$ cat config.mk
export PLATFORM = sky130hd
export DESIGN_NAME = timer_dev_flat
export DESIGN_NICKNAME = d
export VERILOG_FILES = /design/src/rtl/timer_dev_if.sv /design/src/rtl/timer_dev.sv /design/src/flat_wrapper.sv
export SDC_FILE = /design/constraint.sdc
export NUM_CORES = 1
export LEC_CHECK = 0
export BUFFER_PORTS_ARGS = -buffer_cell sky130_fd_sc_hd__buf_2
export CAP_MARGIN = 10
export CORE_ASPECT_RATIO = 0.5
export CORE_MARGIN = 2
export CORE_UTILIZATION = 54
export DETAILED_ROUTE_END_ITERATION = 6
export PLACE_DENSITY_LB_ADDON = 0.2
export RECOVER_POWER = 25
export SLEW_MARGIN = 20
export SYNTH_ARGS = -nofsm -noshare
export SYNTH_HDL_FRONTEND = slang
export SYNTH_SLANG_ARGS = --single-unit
export TNS_END_PERCENT = 5
$ cat constraint.sdc
create_clock -name clk -period 2.99 [get_ports clk]
set_input_delay 0.299 -clock clk [delete_from_list [all_inputs] [get_ports clk]]
set_output_delay 0.299 -clock clk [all_outputs]
set_load 0.01 [all_outputs]
$ cat src/rtl/timer_dev_if.sv
// Bus port between the system bridge and the timer_dev responder.
// Writes are single-cycle: WE (already gated by the bridge device hit) qualifies Addr/Din at the rising clk edge; reads have no handshake because Dout is combinational from Addr[3:2] every cycle.
interface timer_dev_if;
    logic [31:2] Addr;
    logic        WE;
    logic [31:0] Din;
    logic [31:0] Dout;
    logic        IRQ;
    logic [1:0]  state_dbg;

    modport master (
        output Addr,
        output WE,
        output Din,
        input  Dout,
        input  IRQ,
        input  state_dbg
    );

    modport slave (
        input  Addr,
        input  WE,
        input  Din,
        output Dout,
        output IRQ,
        output state_dbg
    );
endinterface

$ cat src/rtl/timer_dev.sv
// Memory-mapped countdown timer with CTRL/PRESET/COUNT registers and a maskable IRQ.
// Optional TIMER_STATUS_EN exposes {state, irq_pend} as a read-only STATUS word at offset 3.
module timer_dev #(
    parameter logic [31:0] PRESET_RST = 32'h0000_0000,
    parameter logic [3:0]  CTRL_RST   = 4'h0
) (
    input logic        clk,
    input logic        reset_n,
    timer_dev_if.slave bus
);

    typedef enum logic [1:0] {
        S_IDLE = 2'd0,
        S_LOAD = 2'd1,
        S_CNT  = 2'd2,
        S_INT  = 2'd3
    } state_t;

    state_t      state, state_n;
    logic [3:0]  ctrl, ctrl_n, ctrl_cur;
    logic [31:0] preset, preset_n;
    logic [31:0] count, count_n;
    logic        irq_pend, irq_pend_n;
    logic        irq, irq_n;
    logic        ctrl_wr, preset_wr;
    logic [1:0]  offset;
    logic        unused_addr;

    assign offset      = bus.Addr[3:2];
    assign unused_addr = ^bus.Addr[31:4];
    assign ctrl_wr     = bus.WE && (offset == 2'd0);
    assign preset_wr   = bus.WE && (offset == 2'd1);

    // The FSM sees CTRL as it will be after a write on this same edge.
    assign ctrl_cur = ctrl_wr ? bus.Din[3:0] : ctrl;

    always_ff @(posedge clk or negedge reset_n) begin
        if (!reset_n) begin
            state    <= S_IDLE;
            ctrl     <= CTRL_RST;
            preset   <= PRESET_RST;
            count    <= 32'h0;
            irq_pend <= 1'b0;
            irq      <= 1'b0;
        end else begin
            state    <= state_n;
            ctrl     <= ctrl_n;
            preset   <= preset_n;
            count    <= count_n;
            irq_pend <= irq_pend_n;
            irq      <= irq_n;
        end
    end

    always_comb begin
        state_n    = state;
        ctrl_n     = ctrl_cur;
        preset_n   = preset_wr ? bus.Din : preset;
        count_n    = count;
        irq_pend_n = irq_pend;

        case (state)
            S_IDLE: begin
                if (ctrl_cur[0]) state_n = S_LOAD;
            end
            S_LOAD: begin
                if (!ctrl_cur[0]) begin
                    state_n = S_IDLE;
                end else begin
                    count_n = preset;
                    state_n = S_CNT;
                end
            end
            S_CNT: begin
                if (!ctrl_cur[0]) begin
                    state_n = S_IDLE;
                end else if (count > 32'd1) begin
                    count_n = count - 32'd1;
                end else begin
                    count_n    = 32'h0;
                    irq_pend_n = 1'b1;
                    state_n    = S_INT;
                end
            end
            S_INT: begin
                if (ctrl_cur[0] && (ctrl_cur[2:1] == 2'd1)) begin
                    irq_pend_n = 1'b0;
                    state_n    = S_LOAD;
                end else begin
                    state_n = S_IDLE;
                    // A software write of EN on this edge overrides the one-shot EN clear.
                    if (!ctrl_wr) ctrl_n[0] = 1'b0;
                end
            end
            default: state_n = S_IDLE;
        endcase

        if (ctrl_wr || preset_wr) irq_pend_n = 1'b0;
    end

    assign irq_n = irq_pend_n & ctrl_n[3];

    always_comb begin
        bus.Dout = 32'h0;
        case (offset)
            2'd0: bus.Dout = {28'h0, ctrl};
            2'd1: bus.Dout = preset;
            2'd2: bus.Dout = count;
`ifdef TIMER_STATUS_EN
            2'd3: bus.Dout = {29'h0, state, irq_pend};
`else
            2'd3: bus.Dout = 32'h0;
`endif
            default: bus.Dout = 32'h0;
        endcase
    end

    assign bus.IRQ       = irq;
    assign bus.state_dbg = state;

endmodule

$ cat src/flat_wrapper.sv
// flat-port wrapper written by rule: the top's interface ports become plain ports
module timer_dev_flat 
#(
    parameter logic [31:0] PRESET_RST = 32'h0000_0000,
    parameter logic [3:0]  CTRL_RST   = 4'h0
)
  (clk, reset_n, bus_Addr, bus_WE, bus_Din, bus_Dout, bus_IRQ, bus_state_dbg);
  timer_dev_if bus_i ();
  input logic clk;
  input logic reset_n;
  input wire logic [$bits(bus_i.Addr)-1:0] bus_Addr;
  input wire logic [$bits(bus_i.WE)-1:0] bus_WE;
  input wire logic [$bits(bus_i.Din)-1:0] bus_Din;
  output wire logic [$bits(bus_i.Dout)-1:0] bus_Dout;
  output wire logic [$bits(bus_i.IRQ)-1:0] bus_IRQ;
  output wire logic [$bits(bus_i.state_dbg)-1:0] bus_state_dbg;
  assign bus_i.Addr = bus_Addr;
  assign bus_i.WE = bus_WE;
  assign bus_i.Din = bus_Din;
  assign bus_Dout = bus_i.Dout;
  assign bus_IRQ = bus_i.IRQ;
  assign bus_state_dbg = bus_i.state_dbg;
  timer_dev #(.PRESET_RST(PRESET_RST), .CTRL_RST(CTRL_RST)) u_core (.clk(clk), .reset_n(reset_n), .bus(bus_i));
endmodule
Word-level counts from Yosys, hierarchy flattened
Cells that the tools add are included.
{"block": "classes", "n_lt_le_gt_ge": 1, "n_eq_ne": 11, "n_bitwise": 1, "add_sub_neg": 1, "n_reduce_logical": 9, "mux": 20}
{"cell": "$pmux 32 s4", "count": 1}
{"cell": "$mux 32", "count": 3}
{"cell": "$pmux 32 s2", "count": 1}
{"cell": "$gt 32x1->1 const B", "count": 1}
{"cell": "$sub 32x1->32 const B", "count": 1}
{"cell": "$eq 2x2->1 const B", "count": 4}
{"cell": "$mux 1", "count": 8}
{"cell": "$mux 2", "count": 4}
{"cell": "$pmux 2 s4", "count": 1}
{"cell": "$eq 2x1->1 const B", "count": 3}
{"cell": "$ne 2x1->1 const B", "count": 3}
{"cell": "$logic_not 2->1", "count": 2}
{"cell": "$mux 4", "count": 1}
{"cell": "$logic_and 1x1->1", "count": 3}
{"cell": "$ne 3x3->1 const B", "count": 1}
{"cell": "$reduce_and 3->1", "count": 1}
{"cell": "$pmux 1 s2", "count": 1}
{"cell": "$reduce_and 2->1", "count": 1}
{"cell": "$reduce_bool 2->1", "count": 1}
{"cell": "$and 1x1->1", "count": 1}
{"cell": "$logic_or 1x1->1", "count": 1}
{"block": "word_totals", "out_inout_bits": 35, "elab_cells": 49, "input_bits": 65, "register_bits": 72}

Longest topological paths before layout
{"block": "logic_depth", "ltp_word": 9, "depth_mapped": 9, "depth_no_buf": 7}

Worst setup path after synthesis
No wires, ideal clock.
{"block": "synth_path", "path_type": "reg2reg", "startpoint": "reg u_core.count[23]", "endpoint": "reg u_core.count[21]", "path_stages_with_launch": 9, "synth_period_minus_slack_ns": 2.577, "setup_ns": 0.121, "slack_ns": 0.413, "n_path_buf": 3, "arrival_time_ns": 2.456, "t_required_ns": 2.869, "cell_sequence": "dfrtp_1 buf_6 or4_4 or3_1 buf_6 o41ai_4 buf_2 o21ai_0 a22o_1"}
{"block": "synth_via", "elab_chain_len": 4}
{"element": "start, declared", "line_no": "timer_dev.sv:22", "rtl": "logic [31:0] count, count_n;"}
{"element": "start signal, assigned", "line_no": "timer_dev.sv:49", "rtl": "count <= count_n;"}
{"element": "$gt 32x1->1", "line_no": "timer_dev.sv:77", "rtl": "end else if (count > 32'd1) begin"}
{"element": "$mux 32", "line_no": "timer_dev.sv:77"}
{"element": "$mux 32", "line_no": "timer_dev.sv:75", "rtl": "if (!ctrl_cur[0]) begin"}
{"element": "$pmux 32 s2", "line_no": "timer_dev.sv:62", "rtl": "case (state)"}
Every way passes these cells. The select of a mux whose other input is x is not followed.
A chain may end at the register's enable or synchronous reset.

Worst setup path in the final report
{"block": "layout_path", "startpoint": "reg u_core.count[25]", "endpoint": "reg u_core.count[12]"}
Same word-level chain as after synthesis.

==> impl_metrics.tcl <==
set metrics [dict create \
    run_status "finished, violations left" \
    violated_checks "capacitance limit, slew limit" \
    slew_headroom -0.290 \
    crit_fanout 12 \
    setup_violations 0 \
    antenna_cells_inserted 0 \
    synth_seq_area_share 0.426 \
    cts_resized 0 \
    die_ar_um2 8600 \
    clk_transition_reported_paths_ns 0.06 \
    detailedRoute.firstIterationViolations 430 \
    synth_area_per_cell_um2 10.0 \
    filler_cell_count 622 \
    dominantRegCellSynth "sky130_fd_sc_hd__dfrtp_1" \
    grt_antenna_before_repair 0 \
    multi_input_comb_area_um2 2200 \
    gr-usage-met1 0.405 \
    worst_path_largest_cell_delay_ns 0.67 \
    grt_busiest_layer "met1" \
    cellPowerDensity_nw_per_um2 942 \
    synth_warnings 0 \
    critical_path_arrival_ns 3.08 \
    floorplan.die.width_um 129 \
    gpl_congestion 0.822 \
    required_ns 3.22 \
    post_drt_via_cell_ratio 6.37 \
    rsz_0062_raised_after_global_routing "false" \
    num-nets-final 565 \
    grt_util_met2 0.404 \
    worst_slack_ns 0.133 \
    achievable_clock_frequency_ghz 0.350 \
    drc_errors 0 \
    first_global_vias 3533 \
    num_vias 3863 \
    yosysUniqueCellTypes 55 \
    critPathCaptureType "flop" \
    sequential_cell_area_um2 1800 \
    dieHeight_um 66.6 \
    post_layout_nonfiller_instances 606 \
    worst_path_dominant_cell_family "simple AND/OR/NAND/NOR gates" \
    worst_ir_drop_vdd_mv 0.482 \
    synth.ff_latch_count 72 \
    detailed_place.area_um2 4780 \
    tritoncts.num_buffers 9 \
    dpl_worst_slack_ns 0.146 \
    grtUsageTotal 0.275 \
    post-route-cell-area_um2 5060 \
    layout-area-overhead-vs-synth_pct 19.5 \
    ctsHoldBuffers 0 \
    min_period_over_period 0.956 \
    place_hpwl_um 7800 \
    proportion_of_layout_cells_with_a_drive_suffix_above_1 0.311 \
    fin_skew_ns 0.00854 \
    h-tree-depth 3 \
    numPortBuffers 71 \
    timing.critical_path.slowest_stage_cell "sky130_fd_sc_hd__o41a_1" \
    maxSlewViolCount 37 \
    post_cts_setup_repair_bufs 0 \
    wire_per_inst_um 18.6 \
    grtUsageMet3 0.0755 \
    cpMostUsedCell "sky130_fd_sc_hd__a22o_1" \
    synth_fp_nets 494 \
    grt_pass1_wl_um 18100 \
    grt_max_degree 38 \
    clock_insertion_delay_worst_skew_ns 0.34 \
    p_leak_nw 2.24 \
    final.hold.worst_slack_ns 0.187 \
    route.final.wire_length_um 11300 \
    tritoncts "done" \
    synth-edff-count 0 \
    finalCoreUtilization 0.678 \
    tightestPinTransition_ns 1.94 \
    syn_inst 422 \
    post-route-min-period_ns 2.86 \
    ant_nets 0 \
    max_cap_viol_count 1 \
    clock_tree.buffer_depth 2 \
    path_class "flop to flop" \
    crit_chain "or4_4, or3_1, o41a_1, buf_4, a22o_1, a22o_1" \
    report.final.hold_viol_count 0 \
    remaining_global_route_overflow 0 \
    synthArstFlopShare 1.00 \
    crit_path_start_kind "flop" \
    design_power_total_mw 4.77 \
    row_count 22 \
    start_util 0.567 \
    totalNegativeSetupSlack_ns 0 \
    numPlacedInstances 590 \
    drt_first_pass_iters 5 \
    root_buffer "sky130_fd_sc_hd__clkbuf_16" \
    core_region_area_um2 7460 \
    clock-sinks 72 \
    syn-cell-area_um2 4230 \
    cp.buffers_inverters 1 \
    worstHoldPathType "primary input to flop" \
    io_pins 100 \
]
-- cell usage in the layout (no fill, tap or decap), types with 11 or more instances in the layout --
master and instances:
sky130_fd_sc_hd__dfrtp_1 72, sky130_fd_sc_hd__nor2_1 18, sky130_fd_sc_hd__buf_4 22, sky130_fd_sc_hd__a21oi_1 11, sky130_fd_sc_hd__buf_2 70, sky130_fd_sc_hd__a22o_1 36, sky130_fd_sc_hd__nor4_1 11, sky130_fd_sc_hd__nand2_1 16
sky130_fd_sc_hd__nor3_1 21, sky130_fd_sc_hd__inv_1 21, sky130_fd_sc_hd__o21ai_0 27, sky130_fd_sc_hd__mux2_2 35
-- cell usage after synthesis (all sizes together) (3+ instances only) --
master   instances  area, µm²
ha               7       87.6
nor4            11       68.8
o2bb2ai         10       87.6
nand4            4       31.3
clkbuf          22       82.6
o32ai            4       35.0
a21oi           11       55.1
o311ai           3       26.3
nand2           16       60.1
nor3            21        105
nand3            7       35.0
buf             13       75.1
a32oi            8       70.1
or3              6       37.5
or4              8       67.6
o41ai            3       45.1
mux2            35        394
and3             3       18.8
nor2b            6       37.5
inv             21       78.8
o211ai           3       22.5
o21ai           29        145
a22oi            4       30.0
a22o            37        325
dfrtp           72       1800
nor2            18       67.6
mux2i            5       50.1
a221o            4       40.0
o22ai            6       37.5
-- power breakdown --
part           total, mW  internal (mW)  switching, mW
clock network       1.10          0.689          0.410
registers           1.71           1.30          0.407
logic               1.95          0.865           1.09
total               4.77           2.86           1.91
-- cell type report --
| type | count | share of cell area |
|---|---|---|
| clock buffer | 13 | 0.0515 |
| clock inverter | 3 | 0.00792 |
| inverter | 21 | 0.0156 |
| multi-input combinational | 294 | 0.434 |
| sequential | 72 | 0.356 |
| tap | 108 | 0.0267 |
| timing repair buffer | 95 | 0.108 |
-- final timing paths --
check / from / to / slack [ns] / cells after the start
worst max-delay path: u_core.count[25] / u_core.count[12] / 0.13 / 6
worst min-delay path: bus_Din[18] / u_core.preset[18] / 0.19 / 2
worst max register to register: u_core.count[25] / u_core.count[12] / 0.13 / 6
worst min register to register: u_core.ctrl[2] / u_core.ctrl[2] / 0.53 / 1
max in group asynchronous: reset_n / u_core.count[9] / 0.66 / 2
min in group asynchronous: reset_n / u_core.preset[28] / 0.49 / 1
-- per-layer routing --
metal  routed length [µm]  share of wire
met1                 5320           0.47
met4                  147          0.013
met3                  993          0.088
met5                    0              0
met2                 4800           0.43
-- cell families after synthesis --
kind of cell    after synthesis  synth area share
simple gates                109             0.143
compound gates              138             0.249
fa+ha+maj                     7            0.0207
buf+inv                      56            0.0559
mux                          40             0.105
flops                        72             0.426
-- sequential cells by signal (all words and copies together), names as in the netlist --
register,cells
u_core.count,32
u_core.preset,32
u_core.ctrl,4
u_core.bus.state_dbg,2
u_core.bus.IRQ,1
u_core.irq_pend,1
Power figures use the tool's default switching activity.
